==> src/rtl/binary_to_bcd_serial.sv <==
// Serial shift-and-add-3 binary to BCD converter, one bit per clock.
// Produces four registered digits with a start/done handshake and saturation above 9999.
module binary_to_bcd_serial #(
    parameter int WIDTH = 14
) (
    input  logic             clock,
    input  logic             reset_n,
    input  logic             start,
    input  logic [WIDTH-1:0] binary,
    output logic             busy,
    output logic             done,
    output logic             overflow,
    output logic [3:0]       num1,
    output logic [3:0]       num2,
    output logic [3:0]       num3,
    output logic [3:0]       num4
);

    localparam logic [1:0] IDLE   = 2'd0;
    localparam logic [1:0] SHIFT  = 2'd1;
    localparam logic [1:0] FINISH = 2'd2;

    localparam logic [4:0] CNT_LOAD = 5'(WIDTH);

    logic [1:0]       r_state;
    logic [WIDTH-1:0] r_shift;
    logic [15:0]      r_bcd;
    logic [4:0]       r_cnt;
    logic             r_ovf_pend;
    logic             r_done;
    logic             r_ovf;
    logic [3:0]       r_num1;
    logic [3:0]       r_num2;
    logic [3:0]       r_num3;
    logic [3:0]       r_num4;

    logic [14:0]      w_adj;
    logic [4:0]       w_cnt_next;
    logic             w_ovf_in;

    // Top nibble only feeds bits [2:0] forward; its MSB is shifted out.
    always_comb begin
        w_adj = '0;
        for (int i = 0; i < 3; i++) begin
            if (r_bcd[4*i +: 4] >= 4'd5)
                w_adj[4*i +: 4] = r_bcd[4*i +: 4] + 4'd3;
            else
                w_adj[4*i +: 4] = r_bcd[4*i +: 4];
        end
        if (r_bcd[15:12] >= 4'd5)
            w_adj[14:12] = r_bcd[14:12] + 3'd3;
        else
            w_adj[14:12] = r_bcd[14:12];
    end

    assign w_cnt_next = r_cnt - 5'd1;
    assign w_ovf_in   = 32'(binary) > 32'd9999;

    always_ff @(posedge clock or negedge reset_n) begin
        if (!reset_n) begin
            r_state    <= IDLE;
            r_shift    <= '0;
            r_bcd      <= '0;
            r_cnt      <= '0;
            r_ovf_pend <= 1'b0;
            r_done     <= 1'b0;
            r_ovf      <= 1'b0;
            r_num1     <= '0;
            r_num2     <= '0;
            r_num3     <= '0;
            r_num4     <= '0;
        end else begin
            r_done <= 1'b0;
            unique case (r_state)
                IDLE: begin
                    if (start) begin
                        r_shift    <= binary;
                        r_bcd      <= '0;
                        r_cnt      <= CNT_LOAD;
                        r_ovf_pend <= w_ovf_in;
                        r_state    <= SHIFT;
                    end
                end
                SHIFT: begin
                    r_bcd   <= {w_adj, r_shift[WIDTH-1]};
                    r_shift <= r_shift << 1;
                    r_cnt   <= w_cnt_next;
                    if (w_cnt_next == 5'd0)
                        r_state <= FINISH;
                end
                FINISH: begin
                    if (r_ovf_pend) begin
                        r_num1 <= 4'd9;
                        r_num2 <= 4'd9;
                        r_num3 <= 4'd9;
                        r_num4 <= 4'd9;
                        r_ovf  <= 1'b1;
                    end else begin
                        r_num1 <= r_bcd[3:0];
                        r_num2 <= r_bcd[7:4];
                        r_num3 <= r_bcd[11:8];
                        r_num4 <= r_bcd[15:12];
                        r_ovf  <= 1'b0;
                    end
                    r_done  <= 1'b1;
                    r_state <= IDLE;
                end
                default: r_state <= IDLE;
            endcase
        end
    end

    assign busy     = (r_state != IDLE);
    assign done     = r_done;
    assign overflow = r_ovf;
    assign num1     = r_num1;
    assign num2     = r_num2;
    assign num3     = r_num3;
    assign num4     = r_num4;

endmodule

==> config.mk <==
export PLATFORM = sky130hd
export DESIGN_NAME = binary_to_bcd_serial
export DESIGN_NICKNAME = d
export VERILOG_FILES = /design/src/rtl/binary_to_bcd_serial.sv
export SDC_FILE = /design/constraint.sdc
export NUM_CORES = 1
export LEC_CHECK = 0
export ABC_AREA = 1
export CAP_MARGIN = 15
export CORE_MARGIN = 2
export CORE_UTILIZATION = 45
export DETAILED_ROUTE_END_ITERATION = 8
export GPL_TIMING_DRIVEN = 1
export PLACE_DENSITY = 0.72
export SYNTH_ARGS = -nofsm -noshare
export SYNTH_HDL_FRONTEND = slang
export SYNTH_SLANG_ARGS = --single-unit
==> constraint.sdc <==
create_clock -name clock -period 1.3 [get_ports clock]
set_input_delay 0.26 -clock clock [delete_from_list [all_inputs] [get_ports clock]]
set_output_delay 0.26 -clock clock [all_outputs]
set_load 0.03 [all_outputs]
== Word level (Yosys, flattened, before mapping) ==
Cells that the tools add are included.

* Register bits after elaboration: 56
* Input port bits: 17
* Output and inout bits: 19
* Word-level logic and storage cells: 51

* Add/sub/neg operators: 5
* Magnitude comparators: 5
* Equality and inequality tests: 4
* Multiplexer cells: 19
* Reductions and logical operators: 7

{| class="wikitable"
|+ Operator list
! operator !! count
|-
| 16-bit one-hot mux with 2 select lines || 1
|-
| 4-bit two-way mux || 7
|-
| 14-bit one-hot mux with 2 select lines || 1
|-
| 4-bit by 3-bit greater-or-equal comparator with 1-bit output, second input constant || 4
|-
| 16-bit two-way mux || 1
|-
| 14-bit greater-than comparator, second input constant || 1
|-
| 14-bit two-way mux || 1
|-
| 4-bit by 2-bit adder with 4-bit output, second input constant || 3
|-
| 5-bit one-hot mux with 2 select lines || 1
|-
| 2-bit AND reduction || 3
|-
| 5-bit zero test || 1
|-
| 5-bit two-way mux || 1
|-
| 5-bit by 1-bit subtractor with 5-bit output, second input constant || 1
|-
| 2-bit two-way mux || 2
|-
| 2-bit inequality test, second input constant || 2
|-
| 2-bit one-hot mux with 2 select lines || 1
|-
| 2-bit nonzero test || 2
|-
| 3-bit by 2-bit adder with 3-bit output, second input constant || 1
|-
| 3-bit two-way mux || 1
|-
| 2-bit by 1-bit equality test with 1-bit output, second input constant || 1
|-
| 2-bit equality test, second input constant || 1
|-
| 2-bit zero test || 1
|-
| 1-bit two-way mux || 2
|}

== Longest topological paths before layout ==
* Depth in word-level cells: 4
* Mapped depth: 8

== Least setup slack after synthesis ==
OpenSTA, ideal clock, no wires.

* Path type: register to register
* Start: register r_bcd[0]
* End: register r_bcd[2]
* Setup time: 0.083 ns
* Arrival time: 1.099 ns
* Path slack: 0.119 ns
* Stages on the path, launching flop included: 9
* Buffers on the path: 0
* Path through: dfrtp_1 inv_1 ha_1 inv_1 nand2_1 nand3_1 nand2_1 nand2_1 o21ai_0

* Longest elaborated chain between the ends: 3
* Elaborated cells on any way between the ends: 4

{| class="wikitable"
|+ Ends and longest elaborated chain
! element !! line !! source
|-
| start, declared || 27 || <nowiki>logic [15:0] r_bcd;</nowiki>
|-
| start signal, assigned || 85 || <nowiki>r_bcd <= {w_adj, r_shift[WIDTH-1]};</nowiki>
|-
| 4-bit by 2-bit adder with 4-bit output / 4-bit by 3-bit greater-or-equal comparator with 1-bit output (equally long branches) || 46, 45 ||
|-
| 4-bit two-way mux (*) || 45 || <nowiki>if (r_bcd[4*i +: 4] >= 4'd5)</nowiki>
|-
| 16-bit one-hot mux with 2 select lines (*) || 74 || <nowiki>unique case (r_state)</nowiki>
|}

Every way passes the cells marked *; elsewhere a longest branch is shown, timed or not.
A chain may end at the register's enable or synchronous reset.

== Worst setup path in the final report ==
* Start: register r_state[1]
* End: output port busy

* Longest elaborated chain between the ends: 1

{| class="wikitable"
|+ Ends and longest elaborated chain
! element !! line !! source
|-
| start, declared || 25 || <nowiki>logic [1:0] r_state;</nowiki>
|-
| start signal, assigned || 61 || <nowiki>r_state <= IDLE;</nowiki>
|-
| start signal, assigned || 81 || <nowiki>r_state <= SHIFT;</nowiki>
|-
| start signal, assigned || 89 || <nowiki>r_state <= FINISH;</nowiki>
|-
| 2-bit nonzero test || 113 || <nowiki>assign busy = (r_state != IDLE);</nowiki>
|-
| end, declared || 10 || <nowiki>output logic busy,</nowiki>
|}

No other way between the ends.

==> metrics.txt <==
# TYPE chip_impl_metric gauge
chip_impl_metric{name="total_nets_final",unit=""} 420
chip_impl_info{name="timing_worst_setup_path_type",value="reg2out"} 1
chip_impl_metric{name="std_cell_rows",unit=""} 28
chip_impl_metric{name="leakagePower",unit="uW"} 0.001794
chip_impl_metric{name="finalHoldViolations",unit=""} 0
chip_impl_metric{name="final_layout_size_suffix_gt1_share",unit="%"} 24.43
chip_impl_metric{name="timing.max_slew.rel_slack",unit="%"} 79.60
chip_impl_metric{name="design.portCount",unit=""} 36
chip_impl_metric{name="grt_overflow_total",unit=""} 0
chip_impl_metric{name="synthesis.nets",unit=""} 356
chip_impl_metric{name="grt_first_pass_wirelength",unit="mm"} 10.21
chip_impl_metric{name="power.ir.vdd_worst",unit="V"} 0.001417
chip_impl_metric{name="clk-insertion-delay-late",unit="ns"} 0.31
chip_impl_metric{name="antenna_cells",unit=""} 0
chip_impl_metric{name="synthesis.instances",unit=""} 329
chip_impl_metric{name="grt_max_degree",unit=""} 57
chip_impl_metric{name="die_width",unit="um"} 82.21
chip_impl_metric{name="combined_global_route_utilization_of_all_metal_layers",unit="%"} 19.66
chip_impl_metric{name="numPortBuffers",unit=""} 35
chip_impl_metric{name="avgRoutedWirePerCell",unit="um"} 13.40
chip_impl_info{name="status",value="finished, final reports clean"} 1
chip_impl_metric{name="finalMaxSlewViolations",unit=""} 0
chip_impl_metric{name="syn-cell-area",unit="um2"} 2753
chip_impl_info{name="cts_tree",value="yes"} 1
chip_impl_metric{name="crit_fanout",unit=""} 3
chip_impl_metric{name="drv_cap",unit=""} 0
chip_impl_info{name="setup.worst_path.end_class",value="primary output"} 1
chip_impl_metric{name="number_of_flops_mapped_to_enable_cells_by_yosys",unit=""} 0
chip_impl_metric{name="area_growth_syn_to_layout",unit="%"} 31.59
chip_impl_metric{name="grt_pass1_vias",unit=""} 2284
chip_impl_info{name="layout_common_cells",value="nand2_1 (79), dfrtp_1 (56), inv_1 (34)"} 1
chip_impl_metric{name="worst_hold_slack",unit="ns"} 0.4738
chip_impl_metric{name="clock-sinks",unit=""} 56
chip_impl_metric{name="drt-vias-per-instance",unit=""} 5.079
chip_impl_metric{name="synth_cell_type_count",unit=""} 23
chip_impl_info{name="rsz_0062_raised_after_global_routing",value="yes"} 1
chip_impl_metric{name="drt_first_iter_violations",unit=""} 173
chip_impl_metric{name="worst_ep_required_time",unit="ns"} 1.04
chip_impl_metric{name="clock_skew",unit="ns"} 0.007725
chip_impl_metric{name="crit_path_max_incr_delay",unit="ns"} 0.43
chip_impl_metric{name="core-area",unit="um2"} 5921
chip_impl_info{name="clk_root_buffer_cell",value="clkbuf_8"} 1
chip_impl_metric{name="clk_path_buf_depth",unit=""} 2
chip_impl_metric{name="dr_total_vias",unit=""} 2377
chip_impl_metric{name="ys_ff_latch",unit=""} 56
chip_impl_metric{name="critical_path_arrival",unit="ns"} 1.02
chip_impl_info{name="worst_path_dominant_cell_family",value="flip-flops"} 1
chip_impl_metric{name="fin_tns_setup",unit="ns"} 0
chip_impl_metric{name="die_h",unit="um"} 82.21
chip_impl_metric{name="power.density_cell_area",unit="nW/um2"} 2660
chip_impl_metric{name="synth_seq_area_share",unit="%"} 50.91
chip_impl_metric{name="n_fill_cell",unit=""} 528
chip_impl_metric{name="cts-buffers-inserted",unit=""} 5
chip_impl_metric{name="timing.final.crit_period",unit="ns"} 1.281
chip_impl_metric{name="crit_buf_inv",unit=""} 2
chip_impl_metric{name="dp_hpwl",unit="mm"} 4.032
chip_impl_info{name="hold_class",value="in2async"} 1
chip_impl_metric{name="layout_worst_path_cycle_share",unit="%"} 98.50
chip_impl_metric{name="totalWireLength",unit="mm"} 6.271
chip_impl_metric{name="worst_setup_hold_path_clk_slew",unit="ns"} 0.09
chip_impl_metric{name="start_util",unit="%"} 46.49
chip_impl_info{name="layout.cells.most_common",value="nand2_1"} 1
chip_impl_metric{name="maxClockFrequency",unit="MHz"} 780.9
chip_impl_info{name="synth-main-ff-cell",value="dfrtp_1"} 1
chip_impl_metric{name="avg_cell_area_syn",unit="um2"} 8.367
chip_impl_metric{name="worst_pin_slew",unit="ns"} 0.3059
chip_impl_metric{name="detail_route.first_pass.iterations",unit=""} 4
chip_impl_metric{name="drc",unit=""} 0
chip_impl_metric{name="dieArea",unit="um2"} 6758
chip_impl_metric{name="yosysWarningCount",unit=""} 0
chip_impl_metric{name="globalplace.congestion",unit=""} 0.8143
chip_impl_info{name="setup.worst_path.start_class",value="flop"} 1
chip_impl_metric{name="ant_nets",unit=""} 0
chip_impl_metric{name="cts-htree-levels",unit=""} 2
chip_impl_info{name="timing.critical_path.cells",value="inv_2 -> nand2_2 -> buf_6"} 1
chip_impl_metric{name="number_of_antenna_violations_at_the_first_check_in_global_routing",unit=""} 0
chip_impl_metric{name="setup_violations",unit=""} 0
chip_impl_metric{name="async_reset_ff_share",unit="%"} 100.0
chip_impl_info{name="crit_slowest_cell",value="dfrtp_1"} 1
-- cell families (layout without fill, tap and decap cells) --
kind of cell / count (synthesis) / after routing / share of synthesized area, %
adders and majority gates: 10 / 10 / 4.545
buffers and inverters: 55 / 119 / 8.863
DFF: 56 / 56 / 50.91
and+or+nand+nor: 140 / 140 / 21.82
AOI/OAI and AO/OA: 68 / 68 / 13.86
-- report_power, final --
part / internal, uW / switching (uW) / total, uW
Sequential: 2490 / 451 / 2940
Clock: 476 / 548 / 1020
Combinational: 2440 / 3230 / 5670
-- through the flow --
stage | util [%] | worst slack [ns] | area [um2] | cells | power (uW)
5_1_grt | 61.18 | -0.04233 | 3622 | 468 | 10580
2_1_floorplan | - | 0.1186 | 2753 | 329 | 6321
4_1_cts | 58.58 | -0.0000006661 | 3468 | 462 | 8917
6_report | 61.18 | 0.01944 | 3622 | 468 | 9636
3_5_place_dp | 56.36 | -0.1331 | 3337 | 453 | 7862
3_3_place_gp | 56.36 | -0.1119 | 3337 | 453 | 7659
-- routing by layer --
metal | vias to the layer above | share of wire (%) | GRT usage (%)
met4 | 0 | 1.4 | 5.000
met5 | - | 0 | 0
met1 | 1120 | 44 | 24.88
li1 | 1184 | - | -
met2 | 66 | 50 | 34.27
met3 | 7 | 4.7 | 4.022
-- registers in the layout, summed over array words and instances (netlist names) --
signal      cells
r_bcd          16
r_state         2
overflow        1
done            1
num4            4
num3            4
num2            4
r_ovf_pend      1
r_shift        14
r_cnt           5
num1            4
-- area by class of cell --
cell class                      instances  area [um2]  area share, %
Clock buffer                            7       96.34          2.660
Inverter                               47       181.4          5.009
Multi-Input combinational cell        218        1214          33.51
Sequential cell                        56        1401          38.69
Tap cell                               75       93.84          2.591
Timing Repair Buffer                   65       635.6          17.55
-- path summary, 6_finish.rpt --
check | cells past startpoint | slack (ns) | endpoint | start
hold reg to reg | 2 | 0.49 | num4[2]$_DFFE_PN0P_ | num4[2]$_DFFE_PN0P_
setup reg to reg | 6 | 0.05 | r_shift[2]$_DFFE_PN0P_ | r_state[1]$_DFFE_PN0P_
max in group asynchronous | 3 | 0.57 | r_state[0]$_DFFE_PN0P_ | reset_n
min in group clock | 2 | 0.49 | num4[2]$_DFFE_PN0P_ | num4[2]$_DFFE_PN0P_
hold / removal | 3 | 0.47 | done$_DFF_PN0_ | reset_n
setup / recovery | 3 | 0.02 | busy | r_state[1]$_DFFE_PN0P_
-- worst reg2reg max path, delay by kind of cell (launching register included) --
| kind | cells | cell delay (ns) |
|---|---|---|
| DFF | 1 | 0.43 |
| buffers and inverters | 2 | 0.28 |
| and+or+nand+nor | 3 | 0.33 |
| AOI/OAI and AO/OA | 1 | 0.11 |
-- repair_timing --
action	in CTS	in global routing
endpoints found under the setup margin	13	31
hold buffers	1	0
pin swaps	0	8
gates cloned	0	1
gates resized for setup	36	47
endpoints found under the hold margin	56	0
buffers inserted	1	5
-- Yosys cell counts, types with 5 or more instances --
| library cell | count | share of area, % |
|---|---|---|
| nand2_1 | 87 | 12 |
| dfrtp_1 | 56 | 51 |
| a21oi_1 | 9 | 1.6 |
| o211ai_1 | 11 | 3.0 |
| nand4_1 | 5 | 1.1 |
| ha_1 | 10 | 4.5 |
| o21ai_1 | 5 | 0.91 |
| nand3_1 | 18 | 3.3 |
| o21ai_0 | 39 | 7.1 |
| inv_1 | 42 | 5.7 |
| nor2_1 | 25 | 3.4 |
Note: power is estimated with default switching activity, not from simulation.
